File: src/rtl/fwd_pkg.sv
// -----------------------------------------------------------------------------
// fwd_pkg
// Shared types and helpers for the operand-forwarding / load-use hazard unit.
//   fwd_entry_t      : one in-flight write tracked after EX {vld, we, ld, rd}
//   FWD_RD_W         : storage width of rd in a tracker entry (AW must be <= 8)
//   FWD_ENTRY_W      : packed width of fwd_entry_t
//   FWD_SEL_RF       : forward select meaning "read the register file"
//   youngest_match() : index of the lowest set bit of an 8-bit match vector
// -----------------------------------------------------------------------------
package fwd_pkg;

  localparam int FWD_RD_W = 8;

  typedef struct packed {
    logic                vld;
    logic                we;
    logic                ld;
    logic [FWD_RD_W-1:0] rd;
  } fwd_entry_t;

  localparam int         FWD_ENTRY_W = $bits(fwd_entry_t);
  localparam logic [2:0] FWD_SEL_RF  = 3'd0;

  // Lowest set index wins (index 0 = youngest). Returns 0 when nothing is set,
  // so callers that keep bit 0 clear get FWD_SEL_RF for "no match".
  function automatic logic [2:0] youngest_match(input logic [7:0] match);
    logic [2:0] sel;
    sel = 3'd0;
    for (int k = 7; k >= 0; k--) begin
      sel = match[k] ? 3'(k) : sel;
    end
    return sel;
  endfunction

endpackage

File: src/rtl/fwd_hazard_chk.sv
// -----------------------------------------------------------------------------
// fwd_hazard_chk
// Checker for fwd_hazard_unit. Flags a youngest forward hit on a load that is
// still too young to be forwardable; legal stall behaviour makes this
// unreachable, so a firing means the surrounding pipeline misbehaved.
//   clk              in  clock
//   rst_n            in  active-low reset (checking disabled while low)
//   early_load_hit_i in  youngest-match-on-unforwardable-load indication
// -----------------------------------------------------------------------------
module fwd_hazard_chk (
  input logic clk,
  input logic rst_n,
  input logic early_load_hit_i
);

  a_no_early_load_fwd: assert property (@(posedge clk) disable iff (!rst_n) !early_load_hit_i);

endmodule

File: src/rtl/fwd_tracker_stage.sv
// -----------------------------------------------------------------------------
// fwd_tracker_stage
// One post-EX tracker stage: a registered fwd_entry_t, cleared asynchronously.
//   clk     in  rising-edge clock
//   rst_n   in  asynchronous active-low reset (clears the entry, vld=0)
//   entry_i in  entry from the previous stage (or from EX for stage 1)
//   entry_o out registered entry
// -----------------------------------------------------------------------------
module fwd_tracker_stage
  import fwd_pkg::*;
(
  input  logic                   clk,
  input  logic                   rst_n,
  input  logic [FWD_ENTRY_W-1:0] entry_i,
  output logic [FWD_ENTRY_W-1:0] entry_o
);

  logic [FWD_ENTRY_W-1:0] entry_q;

  // Shift register: the tracker never holds, it advances every cycle
  always_ff @(posedge clk or negedge rst_n) begin
    if (!rst_n) begin
      entry_q <= {FWD_ENTRY_W{1'b0}};
    end else begin
      entry_q <= entry_i;
    end
  end

  assign entry_o = entry_q;

endmodule

File: src/rtl/fwd_hazard_unit.sv
// -----------------------------------------------------------------------------
// fwd_hazard_unit
// Operand-forwarding select and load-use stall generation for the pipeline.
// In-flight writes are tracked in DEPTH post-EX stages (1=EX/MEM, 2=MEM/WB..).
// Optional feature macro: FWD_HAZARD_PERF_EN adds perf_stall_cnt/perf_fwd_cnt.
//   clk, rst_n      clock, asynchronous active-low reset
//   ex_valid/flush  EX holds a real instruction / EX instruction squashed
//   ex_regwrite     EX writes ex_rd;  ex_is_load: EX is a load
//   ex_src          EX source registers, operand i = [i*AW +: AW]
//   id_src/_used    ID source registers and per-operand "actually read" flags
//   fwd_sel         per-operand select, 0 = regfile, k = tracker stage k
//   fwd_stall       hold PC and IF/ID, inject a bubble into EX
//   perf_*_cnt      (FWD_HAZARD_PERF_EN only) saturating event counters
// AW up to 8 and DEPTH up to 7 are supported.
// -----------------------------------------------------------------------------
module fwd_hazard_unit
  import fwd_pkg::*;
#(
  parameter int AW         = 5,
  parameter int NUM_SRC    = 2,
  parameter int DEPTH      = 2,
  parameter int LOAD_STAGE = 2
) (
  input  logic                                  clk,
  input  logic                                  rst_n,
  input  logic                                  ex_valid,
  input  logic                                  ex_flush,
  input  logic                                  ex_regwrite,
  input  logic                                  ex_is_load,
  input  logic [AW-1:0]                         ex_rd,
  input  logic [NUM_SRC*AW-1:0]                 ex_src,
  input  logic [NUM_SRC*AW-1:0]                 id_src,
  input  logic [NUM_SRC-1:0]                    id_src_used,
  output logic [NUM_SRC*$clog2(DEPTH+1)-1:0]    fwd_sel,
  output logic                                  fwd_stall
`ifdef FWD_HAZARD_PERF_EN
  ,
  output logic [31:0]                           perf_stall_cnt,
  output logic [31:0]                           perf_fwd_cnt
`endif
);

  localparam int SEL_W = $clog2(DEPTH + 1);

  fwd_entry_t             ex_entry_s;
  logic [FWD_ENTRY_W-1:0] chain_s [0:DEPTH];   // [0] = entry offered by EX

  logic [AW-1:0]          f_src_s;
  logic [7:0]             f_hit_s;
  logic [7:0]             f_ld_s;
  logic [2:0]             f_sel_s;
  fwd_entry_t             f_ent_s;
  logic                   early_load_hit_s;

  logic [AW-1:0]          s_src_s;
  logic [7:0]             s_hit_s;
  logic [7:0]             s_ld_s;
  logic [2:0]             s_sel_s;
  fwd_entry_t             s_ent_s;
  logic                   stall_any_s;

  // Entry captured from EX: a squashed instruction and writes to r0 never count
  always_comb begin
    ex_entry_s     = '{default: 1'b0};
    ex_entry_s.vld = ex_valid & ~ex_flush;
    ex_entry_s.we  = ex_regwrite & (ex_rd != {AW{1'b0}});
    ex_entry_s.ld  = ex_is_load;
    ex_entry_s.rd  = FWD_RD_W'(ex_rd);
  end

  assign chain_s[0] = ex_entry_s;

  for (genvar k = 1; k <= DEPTH; k++) begin : g_stage
    fwd_tracker_stage u_stage (
      .clk     (clk),
      .rst_n   (rst_n),
      .entry_i (chain_s[k-1]),
      .entry_o (chain_s[k])
    );
  end

  // Forward select per EX operand: youngest matching tracker stage wins
  always_comb begin
    fwd_sel          = {(NUM_SRC*SEL_W){1'b0}};
    early_load_hit_s = 1'b0;
    f_src_s          = {AW{1'b0}};
    f_hit_s          = 8'd0;
    f_ld_s           = 8'd0;
    f_sel_s          = FWD_SEL_RF;
    f_ent_s          = '{default: 1'b0};
    for (int i = 0; i < NUM_SRC; i++) begin
      f_src_s = ex_src[i*AW +: AW];
      f_hit_s = 8'd0;
      f_ld_s  = 8'd0;
      for (int k = 1; k <= DEPTH; k++) begin
        f_ent_s    = fwd_entry_t'(chain_s[k]);
        f_hit_s[k] = f_ent_s.vld & f_ent_s.we & (f_ent_s.rd == FWD_RD_W'(f_src_s))
                     & (f_src_s != {AW{1'b0}});
        f_ld_s[k]  = f_ent_s.ld;
      end
      f_sel_s = youngest_match(f_hit_s);
      fwd_sel[i*SEL_W +: SEL_W] = f_sel_s[SEL_W-1:0];
      // Load data not yet available at the youngest producer: observed only
      early_load_hit_s = early_load_hit_s | ((f_sel_s != FWD_SEL_RF)
                         && (int'(f_sel_s) < LOAD_STAGE) && f_ld_s[f_sel_s]);
    end
  end

  // Load-use stall: youngest producer among EX and stages 1..LOAD_STAGE-2
  // decides, so an older load hidden behind a younger ALU write is harmless
  always_comb begin
    stall_any_s = 1'b0;
    s_src_s     = {AW{1'b0}};
    s_hit_s     = 8'd0;
    s_ld_s      = 8'd0;
    s_sel_s     = 3'd0;
    s_ent_s     = '{default: 1'b0};
    for (int i = 0; i < NUM_SRC; i++) begin
      s_src_s = id_src[i*AW +: AW];
      s_hit_s = 8'd0;
      s_ld_s  = 8'd0;
      for (int k = 0; k <= DEPTH; k++) begin
        s_ent_s    = fwd_entry_t'(chain_s[k]);
        s_hit_s[k] = (k <= LOAD_STAGE - 2 || k == 0) && s_ent_s.vld && s_ent_s.we
                     && (s_ent_s.rd == FWD_RD_W'(s_src_s));
        s_ld_s[k]  = s_ent_s.ld;
      end
      s_sel_s     = youngest_match(s_hit_s);
      stall_any_s = stall_any_s | (id_src_used[i] && (s_src_s != {AW{1'b0}})
                    && (s_hit_s != 8'd0) && s_ld_s[s_sel_s]);
    end
  end

  // With LOAD_STAGE=1 load data forwards from stage 1, so no bubble is needed
  assign fwd_stall = (LOAD_STAGE > 1) ? stall_any_s : 1'b0;

  fwd_hazard_chk u_chk (
    .clk              (clk),
    .rst_n            (rst_n),
    .early_load_hit_i (early_load_hit_s)
  );

`ifdef FWD_HAZARD_PERF_EN
  logic [31:0] stall_cnt_q, stall_cnt_d;
  logic [31:0] fwd_cnt_q, fwd_cnt_d;

  // Saturating next-state for both event counters
  always_comb begin
    stall_cnt_d = stall_cnt_q;
    fwd_cnt_d   = fwd_cnt_q;
    if (fwd_stall && (stall_cnt_q != 32'hFFFF_FFFF)) begin
      stall_cnt_d = stall_cnt_q + 32'd1;
    end else begin
      stall_cnt_d = stall_cnt_q;
    end
    if (ex_valid && (fwd_sel != {(NUM_SRC*SEL_W){1'b0}}) && (fwd_cnt_q != 32'hFFFF_FFFF)) begin
      fwd_cnt_d = fwd_cnt_q + 32'd1;
    end else begin
      fwd_cnt_d = fwd_cnt_q;
    end
  end

  // Counter registers
  always_ff @(posedge clk or negedge rst_n) begin
    if (!rst_n) begin
      stall_cnt_q <= 32'd0;
      fwd_cnt_q   <= 32'd0;
    end else begin
      stall_cnt_q <= stall_cnt_d;
      fwd_cnt_q   <= fwd_cnt_d;
    end
  end

  assign perf_stall_cnt = stall_cnt_q;
  assign perf_fwd_cnt   = fwd_cnt_q;
`else
  // Performance counters are not built in this configuration.
`endif

endmodule

File: config.mk
export PLATFORM = sky130hd
export DESIGN_NAME = fwd_hazard_unit
export DESIGN_NICKNAME = d
export VERILOG_FILES = /design/src/rtl/fwd_pkg.sv /design/src/rtl/fwd_hazard_chk.sv /design/src/rtl/fwd_tracker_stage.sv /design/src/rtl/fwd_hazard_unit.sv
export SDC_FILE = /design/constraint.sdc
export NUM_CORES = 1
export LEC_CHECK = 0
export CELL_PAD_IN_SITES_DETAIL_PLACEMENT = 1
export CELL_PAD_IN_SITES_GLOBAL_PLACEMENT = 1
export CORE_ASPECT_RATIO = 0.6
export CORE_MARGIN = 1.5
export CORE_UTILIZATION = 25
export CTS_BUF_LIST = sky130_fd_sc_hd__clkbuf_8
export DETAILED_ROUTE_END_ITERATION = 8
export DONT_BUFFER_PORTS = 1
export GPL_ROUTABILITY_DRIVEN = 0
export PLACE_DENSITY = 0.46
export SYNTH_ARGS = -nofsm -noshare
export SYNTH_HDL_FRONTEND = slang
export SYNTH_SLANG_ARGS = --single-unit
File: constraint.sdc
create_clock -name clk -period 4.54 [get_ports clk]
set_clock_uncertainty 0.1 [all_clocks]
set_input_delay 1.135 -clock clk [delete_from_list [all_inputs] [get_ports clk]]
set_output_delay 1.135 -clock clk [all_outputs]
set_load 0.1 [all_outputs]
==> Flow_metrics.wiki <==
{| class="wikitable"
! Metric !! Value
|-
| Result of the run || finished, final reports clean
|-
| Worst-Margin Slew || about 1100 ps
|-
| Final Hold Violating Endpoints || 0
|-
| Setup TNS || 0 ps
|-
| Core region area || 3000 um^2
|-
| Max-slew violations || 0
|-
| Met1 usage || between 15 and 20%
|-
| Number of top-level design ports || 38
|-
| Pin count of the biggest net entering global routing || 15
|-
| Maximum level of the CTS H-tree || 1
|-
| Cell count of the worst hold path || 0
|-
| Cell at the root of the clock tree || sky130_fd_sc_hd__clkbuf_8
|-
| Unique cell type count in the Yosys netlist || 23
|-
| Cell area after synthesis || 825 um^2
|-
| Crit. End Element || output pin
|-
| Number of buffers inserted for hold repair after clock tree synthesis || 0
|-
| Util after Layout || roughly a third
|-
| Yosys top cell by area || sky130_fd_sc_hd__dfrtp_1
|-
| R2r setup slk || just under 4000 ps
|-
| CTS tree || built
|-
| Synthesized instance count || between 70 and 80
|-
| Post-Syn Area per Cell || 11.1 um^2
|-
| Worst endpoint data arrival time || roughly 2600 ps
|-
| Startpoint Class || primary input
|-
| Synth Warn # || 0
|-
| Combined flip-flop and latch cell area || 350 um^2
|-
| Total Routing Usage GR || around 11%
|-
| Pleak || around 0.00034 uW
|-
| Hold wc startpoint || g_stage[1].u_stage.entry_o[10]$_DFF_PN0_
|-
| Area after DPL || roughly 940 um^2
|-
| Synthesized Nets || ~110
|-
| Max Cap Violations || 0
|-
| Remaining number of nets flagged by the antenna check after routing || 0
|-
| Areal power density over the cells || ~270 nW/um^2
|-
| Max reg flops || 14
|-
| Wire length of the first global-routing pass || between 3000 and 4000 um
|-
| Flop and latch count out of synthesis || 14
|-
| Placed wire-length estimate || 1650 um
|-
| Worst setup path category || in2out
|-
| Final Critical Period || just under 4000 ps
|-
| Via count of the first global-routing pass || 656
|-
| Setup repair bufs after CTS || 0
|-
| Final routed wire length divided by cell count || 15.2 um
|-
| Final setup violating endpoints || 0
|-
| Busiest grt layer || met2
|-
| End of the worst register-to-register path || g_stage[2].u_stage.entry_o[2]$_DFF_PN0_
|-
| Total clock buffers created by CTS || 3
|-
| R2R Path Start || g_stage[1].u_stage.entry_o[2]$_DFF_PN0_
|-
| Diode insertion count for antenna repair || 0
|-
| Placement Rows || 15
|-
| Path type of the worst min-delay path || reg2reg
|-
| Overflow after GRT || 0
|-
| Highest-count cells in the layout ignoring fill and taps || 16 x sky130_fd_sc_hd__xnor2_1, 14 x sky130_fd_sc_hd__dfrtp_1, 9 x sky130_fd_sc_hd__xor2_1
|-
| Max frequency || 0.260 GHz
|-
| Reg clk slew, reported paths || 50 ps
|-
| Final worst-path cycle share || between 80% and 90%
|-
| Count of clock tree sinks || 14
|-
| Global routing usage on met3 || approximately 5.0%
|-
| Seq/Total Area, Yosys || a little over two fifths
|-
| Average vias per placed instance || ~4.7
|-
| CTS resizes || 0
|-
| Clock latency of the later-clocked register in the worst-skew pair || about 240 ps
|-
| Number of detailed-route iterations in the first pass || 3
|-
| Most common cell after layout, fill and taps aside || sky130_fd_sc_hd__xnor2_1
|-
| DRC marker count from the first detailed-route iteration || 23
|-
| Residual DRC || 0
|-
| Most area-consuming cells after synthesis || sky130_fd_sc_hd__dfrtp_1 42%, sky130_fd_sc_hd__xnor2_1 17%, sky130_fd_sc_hd__xor2_1 9.6%
|-
| Register-to-Register Path Depth || 0
|-
| Proportion of netlist area held by the largest area contributor || a little over two fifths
|-
| Post-route worst hold slack || 272 ps
|-
| Worst Path Max Fanout || 3
|-
| Worst vdd ir || 0.0000981 V
|-
| Hold Path End || g_stage[2].u_stage.entry_o[10]$_DFF_PN0_
|-
| Final net count || ~120
|-
| WP data required || ~3300 ps
|-
| Die boundary height || between 40 and 50 um
|-
| Initial standard-cell utilization of the core || 27.5%
|-
| Unrepaired setup endpoints after global routing || false
|-
| Buffer levels on the longest clock path || 2
|-
| Total routed wirelength || between 1500 and 2000 um
|-
| Die footprint || 3660 um^2
|-
| Non-Filler Cell Area, Final || around 1000 um^2
|-
| Buffers on Ports || 0
|-
| Horizontal extent of the die || around 77 um
|-
| Total vias in the final route || roughly 580
|-
| Fill cell count || around 350
|-
| Layout overhead on the synthesized area || 19.4%
|-
| Number of antenna violations at the first check in global routing || 0
|-
| Multi-input gate area in the final layout || ~500 um^2
|-
| Met2 Use GR || 17.2%
|-
| Share of final-layout standard cells stronger than drive strength 1 || between 10% and 20%
|-
| Relative slew margins || 27.6%
|}
==> kinds of logic after synthesis <==
group / Yosys count / synth area share, %
XOR/XNOR: 25 / 26.6
AND/OR/NAND/NOR: 25 / 22.6
flip-flops: 14 / 42.5
AO/OA/AOI/OAI: 7 / 6.98
buffers and inverters: 3 / 1.37
==> routing by layer <==
| metal | vias up | wire length [um] |
|---|---|---|
| li1 | 278 | - |
| met1 | 278 | 937 |
| met2 | 23 | 812 |
| met3 | 0 | 122 |
| met4 | 0 | 0 |
| met5 | - | 0 |
==> cell usage after synthesis <==
cell type	instances
sky130_fd_sc_hd__xnor2_1	16
sky130_fd_sc_hd__dfrtp_1	14
sky130_fd_sc_hd__xor2_1	9
sky130_fd_sc_hd__inv_1	3
sky130_fd_sc_hd__nand2_1	3
sky130_fd_sc_hd__nand3_1	3
sky130_fd_sc_hd__nor4_2	3
sky130_fd_sc_hd__and2_0	2
sky130_fd_sc_hd__nand4_1	2
sky130_fd_sc_hd__nor2_4	2
sky130_fd_sc_hd__nor3_1	2
sky130_fd_sc_hd__nor4_1	2
sky130_fd_sc_hd__o221ai_1	2
sky130_fd_sc_hd__or4_4	2
sky130_fd_sc_hd__a21oi_1	1
sky130_fd_sc_hd__a221o_1	1
sky130_fd_sc_hd__a221oi_1	1
sky130_fd_sc_hd__and2_1	1
sky130_fd_sc_hd__nor2b_1	1
sky130_fd_sc_hd__nor3_2	1
sky130_fd_sc_hd__o2111ai_1	1
sky130_fd_sc_hd__o21a_1	1
sky130_fd_sc_hd__or4_1	1
==> power by group <==
group	switching, uW	internal, uW	total (uW)
sequential	6.13	131	138
combinational	15.5	18.7	34.2
clock	37.4	58.4	95.8
total	59.1	209	268
==> metrics by stage <==
stage	setup slack (ps)	std cells	power, uW
floorplan	182	74	168
global placement	688	120	174
detailed placement	672	120	174
finish	687	123	268
global route	603	123	281
CTS	672	123	270
==> worst max-delay path, stage by stage <==
cell                      delay (ps)
sky130_fd_sc_hd__xnor2_1         140
sky130_fd_sc_hd__nand4_1         150
sky130_fd_sc_hd__nor3_4          850
sky130_fd_sc_hd__nor4_4           60
sky130_fd_sc_hd__buf_4           270
==> worst max path at each step <==
stage	from	to	slack (ps)
floorplan	ex_rd[3]	fwd_stall	180
global placement	ex_src[4]	fwd_sel[1]	690
detailed placement	ex_src[3]	fwd_sel[1]	670
CTS	ex_src[3]	fwd_sel[1]	670
global route	ex_src[2]	fwd_sel[1]	600
finish	ex_src[3]	fwd_sel[1]	690
==> layout make-up <==
cell class / instances / share of cell area (%)
multi-input cells: 57 / 50.7
inverters: 3 / 1.14
well taps: 42 / 5.34
clock buffers: 3 / 4.19
flip-flops and latches: 14 / 35.6
repair buffers: 4 / 3.05
Power figures use the tool's default switching activity.
==> variant 1 (config.mk and constraints unchanged) <==
Change the parameter `NUM_SRC` from 2 to 1.
--- a/src/rtl/fwd_hazard_unit.sv
+++ b/src/rtl/fwd_hazard_unit.sv
@@ -17,7 +17,7 @@
   import fwd_pkg::*;
 #(
   parameter int AW         = 5,
-  parameter int NUM_SRC    = 2,
+  parameter int NUM_SRC    = 1,
   parameter int DEPTH      = 2,
   parameter int LOAD_STAGE = 2
 ) (
Ports: changed (resized ex_src, fwd_sel, id_src and id_src_used); port bits go from 38 to 25. The function was not compared with the original's and may differ.
==> variant 1 against the original RTL <==
Cell count decreased by 34%. Sequential cell count is the same. Utilization rose by 0.47 points. Global-route usage up 0.63 points. Clock power is 24% higher. Final area is 25% lower. Area after synthesis is 27% lower. Via count fell by 35%. Wire length is 31% lower. Critical path type unchanged. Total power grew 2.5%. First-iteration DRC count is 74% lower. Worst setup slack improved by 0.027 ns.
==> variant 1: results (changes against the original RTL) <==
\begin{tabular}{lr}
\hline
Metric & Value \\
\hline
\multicolumn{2}{l}{\textbf{Power and ir drop}} \\
Worst-case vdd ir drop & 179 µV (+82\%) \\
Static leakage & 0.262 nW (-22\%) \\
Power share of the sequential group & 49.3\% (-2.1 points) \\
Clock distribution power & 0.119 mW (+24\%) \\
\multicolumn{2}{l}{\textbf{Timing}} \\
Final hold slack & 0.287 ns (+0.0143 ns) \\
\multicolumn{2}{l}{\textbf{Setup path}} \\
Critical path origin & ex\_src[2] \\
Worst r2r src & g\_stage[1].u\_stage.entry\_o[0] \\
Register-to-register setup slack & 3.92 ns (+0.05 ns) \\
\multicolumn{2}{l}{\textbf{Global routing}} \\
Global Route met1 Usage & 12.5\% (-2.9 points) \\
Met2 Use GR & 21.8\% (+4.6 points) \\
Wire length of the first global-routing pass & 2180 µm (-30\%) \\
Tot GR Track Use & 11.9\% (+0.63 points) \\
Met3 Usage GRT & 3.85\% (-1.1 points) \\
\multicolumn{2}{l}{\textbf{Routing}} \\
Detailed-route via count & 375 (-35\%) \\
Wire length per cell after detailed routing & 15.9 µm (+4.5\%) \\
Met1 routed wirelength after detailed routing & 515 µm (-45\%) \\
Detailed-routed wire length on met3 & 98 µm (-20\%) \\
Top layer in use & met4 \\
\multicolumn{2}{l}{\textbf{Final layout}} \\
Fill cells & 248 (-30\%) \\
Net total in the final layout & 74 (-36\%) \\
Layout cells sized above 1 & 21.6\% (+1.8 points) \\
\multicolumn{2}{l}{\textbf{Logic synthesis}} \\
Top post-synthesis cells by area & sky130\_fd\_sc\_hd\_\_dfrtp\_1, sky130\_fd\_sc\_hd\_\_xnor2\_1, sky130\_fd\_sc\_hd\_\_nand4\_1, sky130\_fd\_sc\_hd\_\_nand3\_1, sky130\_fd\_sc\_hd\_\_nor4\_2 \\
Most frequent cells after synthesis & sky130\_fd\_sc\_hd\_\_dfrtp\_1, sky130\_fd\_sc\_hd\_\_xnor2\_1, sky130\_fd\_sc\_hd\_\_nand3\_1, sky130\_fd\_sc\_hd\_\_nand4\_1 \\
Register area share after synthesis & 58.6\% (+16 points) \\
\multicolumn{2}{l}{\textbf{Placed design}} \\
Cell count after placement & 77 (-36\%) \\
\multicolumn{2}{l}{\textbf{Run status}} \\
Outcome & completed \\
\hline
\end{tabular}
variant 1: changes by cell type in the layout (fill, tap and decap cells not counted), moves of 2 or more:
cell	unedited run	this run
sky130_fd_sc_hd__nand2_1	3	0
sky130_fd_sc_hd__and2_0	2	0
sky130_fd_sc_hd__xor2_1	9	0
sky130_fd_sc_hd__xnor2_1	16	14
sky130_fd_sc_hd__buf_4	4	2
sky130_fd_sc_hd__nor4_4	3	1
sky130_fd_sc_hd__o221ai_1	2	0
sky130_fd_sc_hd__inv_1	3	0
variant 1: final cells by class:
cell class	count	share of cell area [%]
Clock buffer	4	7.48
Multi-Input combinational cell	31	37.8
Sequential cell	14	47.6
Tap cell	30	5.10
Timing Repair Buffer	2	2.04
variant 1: cell families after synthesis:
group | synth area share (%)
AOI/OAI and AO/OA | 2.09
xor gates and xnor gates | 20.5
DFF | 58.6
and+or+nand+nor | 18.8
==> variant 2 (same flow settings) <==
Without the edit above. The option `FWD_HAZARD_PERF_EN` is turned on by a define.
--- a/src/rtl/fwd_hazard_unit.sv
+++ b/src/rtl/fwd_hazard_unit.sv
@@ -13,6 +13,8 @@
 //   perf_*_cnt      (FWD_HAZARD_PERF_EN only) saturating event counters
 // AW up to 8 and DEPTH up to 7 are supported.
 // -----------------------------------------------------------------------------
+`define FWD_HAZARD_PERF_EN
+
 module fwd_hazard_unit
   import fwd_pkg::*;
 #(
Function (old outputs only; new: perf_fwd_cnt and perf_stall_cnt): kept (equiv_simple and equiv_induct, registers matched by name and starting in step).
==> variant 2 against the original RTL <==
Sequential cell count rose by 64. Critical path depth fell by 1. Sequential power rose to 5.2 times the old value. Global-route usage rose by 2.9 points. Final area rose to 5.0 times the old value. Register-to-register slack got worse by 2.2 ns. Total power rose to 5.3 times the old value. Wire length rose to 6.2 times the old value. Die area rose to 4.6 times the old value. Worst setup slack improved by 0.23 ns. Worst hold slack improved by 0.0012 ns. Area after synthesis rose to 4.9 times the old value. Via count rose to 5.4 times the old value. Critical path type unchanged. Largest cell class unchanged. Highest routed layer is now met4.
==> variant 2: results (changes against the original RTL) <==
\begin{tabular}{lr}
\hline
Metric & Value \\
\hline
\multicolumn{2}{l}{\textbf{Run status}} \\
Outcome & completed \\
\multicolumn{2}{l}{\textbf{Global routing}} \\
Largest net degree at the start of global routing & 79 (+64) \\
Met3 Usage GRT & 5.55\% (+0.60 points) \\
Via count of the first global-routing pass & 3340 (+410\%) \\
Met2 Use GR & 20.2\% (+3.0 points) \\
\multicolumn{2}{l}{\textbf{Timing}} \\
Worst Max-Slew Pin Slew & 1.09 ns (+0.00281 ns) \\
\multicolumn{2}{l}{\textbf{Logic synthesis}} \\
Most frequent cells after synthesis & sky130\_fd\_sc\_hd\_\_dfrtp\_1, sky130\_fd\_sc\_hd\_\_xnor2\_1, sky130\_fd\_sc\_hd\_\_nand4\_1 \\
Syn nets & 411 (+280\%) \\
Top post-synthesis cells by area & sky130\_fd\_sc\_hd\_\_dfrtp\_1, sky130\_fd\_sc\_hd\_\_xnor2\_1, sky130\_fd\_sc\_hd\_\_nand4\_1, sky130\_fd\_sc\_hd\_\_nand3\_1, sky130\_fd\_sc\_hd\_\_and3\_1 \\
\multicolumn{2}{l}{\textbf{Routing}} \\
Met1 routed wirelength after detailed routing & 5870 µm (+530\%) \\
Wire length per cell after detailed routing & 18.0 µm (+18\%) \\
Top layer in use & met4 \\
Detailed-routed wire length on met3 & 961 µm (+690\%) \\
Detail Route met2 WL & 4700 µm (+480\%) \\
\multicolumn{2}{l}{\textbf{Final layout}} \\
Net total in the final layout & 476 (+310\%) \\
\multicolumn{2}{l}{\textbf{Power and ir drop}} \\
Share of power burned in the clock network & 40.9\% (+5.1 points) \\
Worst-case vdd ir drop & 129 µV (+31\%) \\
Static leakage & 2.07 nW (+520\%) \\
\multicolumn{2}{l}{\textbf{Clock tree}} \\
Clock transition time at the flip-flop clock pins of the worst setup and hold paths & 0.09 ns (+0.04 ns) \\
\multicolumn{2}{l}{\textbf{Setup path}} \\
Library cell contributing the largest single delay on the critical path & sky130\_fd\_sc\_hd\_\_o2111a\_2 \\
Max FO, Critical Path & 4 (+1) \\
Top cell family by delay on the critical path & compound AO/OA/AOI/OAI gates \\
Timing endpoint of the critical path & fwd\_stall \\
Cell count of the worst reg-to-reg path & 6 (+6) \\
Data arrival time of the worst path & 2.39 ns (-0.23 ns) \\
\multicolumn{2}{l}{\textbf{Placed design}} \\
Half-perimeter wire length after detailed placement & 8750 µm (+430\%) \\
\hline
\end{tabular}
variant 2: stage by stage:
stage          total power [mW]  worst slack (ns)  utilization, %  cell area (µm²)
2_1_floorplan             0.827            0.0386               -             4050
3_3_place_gp              0.850             0.892            30.4             4730
3_5_place_dp              0.852             0.869            30.4             4730
4_1_cts                    1.45             0.926            31.8             4940
5_1_grt                    1.48             0.840            31.8             4940
6_report                   1.42             0.916            31.8             4940
variant 2: area by class of cell:
class / instances / area share, %
inverter: 5 / 0.380
clock inverter: 4 / 1.47
clock buffer: 10 / 2.79
sequential: 78 / 39.5
timing repair buffer: 64 / 9.73
tap: 203 / 5.14
multi-input combinational: 283 / 41.0
variant 2: how the worst min path moves through the flow:
stage / from / to / slack [ns] / cells after the start
6_report: g_stage[1].u_stage.entry_o[9] / g_stage[2].u_stage.entry_o[9] / 0.27 / 0
5_1_grt: g_stage[1].u_stage.entry_o[9] / g_stage[2].u_stage.entry_o[9] / 0.30 / 0
4_1_cts: g_stage[1].u_stage.entry_o[9] / g_stage[2].u_stage.entry_o[9] / 0.27 / 0
3_5_place_dp: g_stage[1].u_stage.entry_o[9] / g_stage[2].u_stage.entry_o[9] / 0.27 / 0
3_3_place_gp: g_stage[1].u_stage.entry_o[9] / g_stage[2].u_stage.entry_o[9] / 0.26 / 0
2_1_floorplan: g_stage[1].u_stage.entry_o[9] / g_stage[2].u_stage.entry_o[9] / 0.25 / 0
variant 2: cells by family (layout without fill, tap and decap cells):
kind of cell / Yosys count / after routing / synth area share (%)
XOR/XNOR: 87 / 87 / 18.9
multiplexers: 4 / 4 / 1.12
flip-flops: 78 / 78 / 48.4
adder cells (fa/ha/maj): 2 / 2 / 0.620
AO/OA/AOI/OAI: 6 / 6 / 1.36
AND/OR/NAND/NOR: 184 / 184 / 27.6
buffers and inverters: 15 / 83 / 2.02
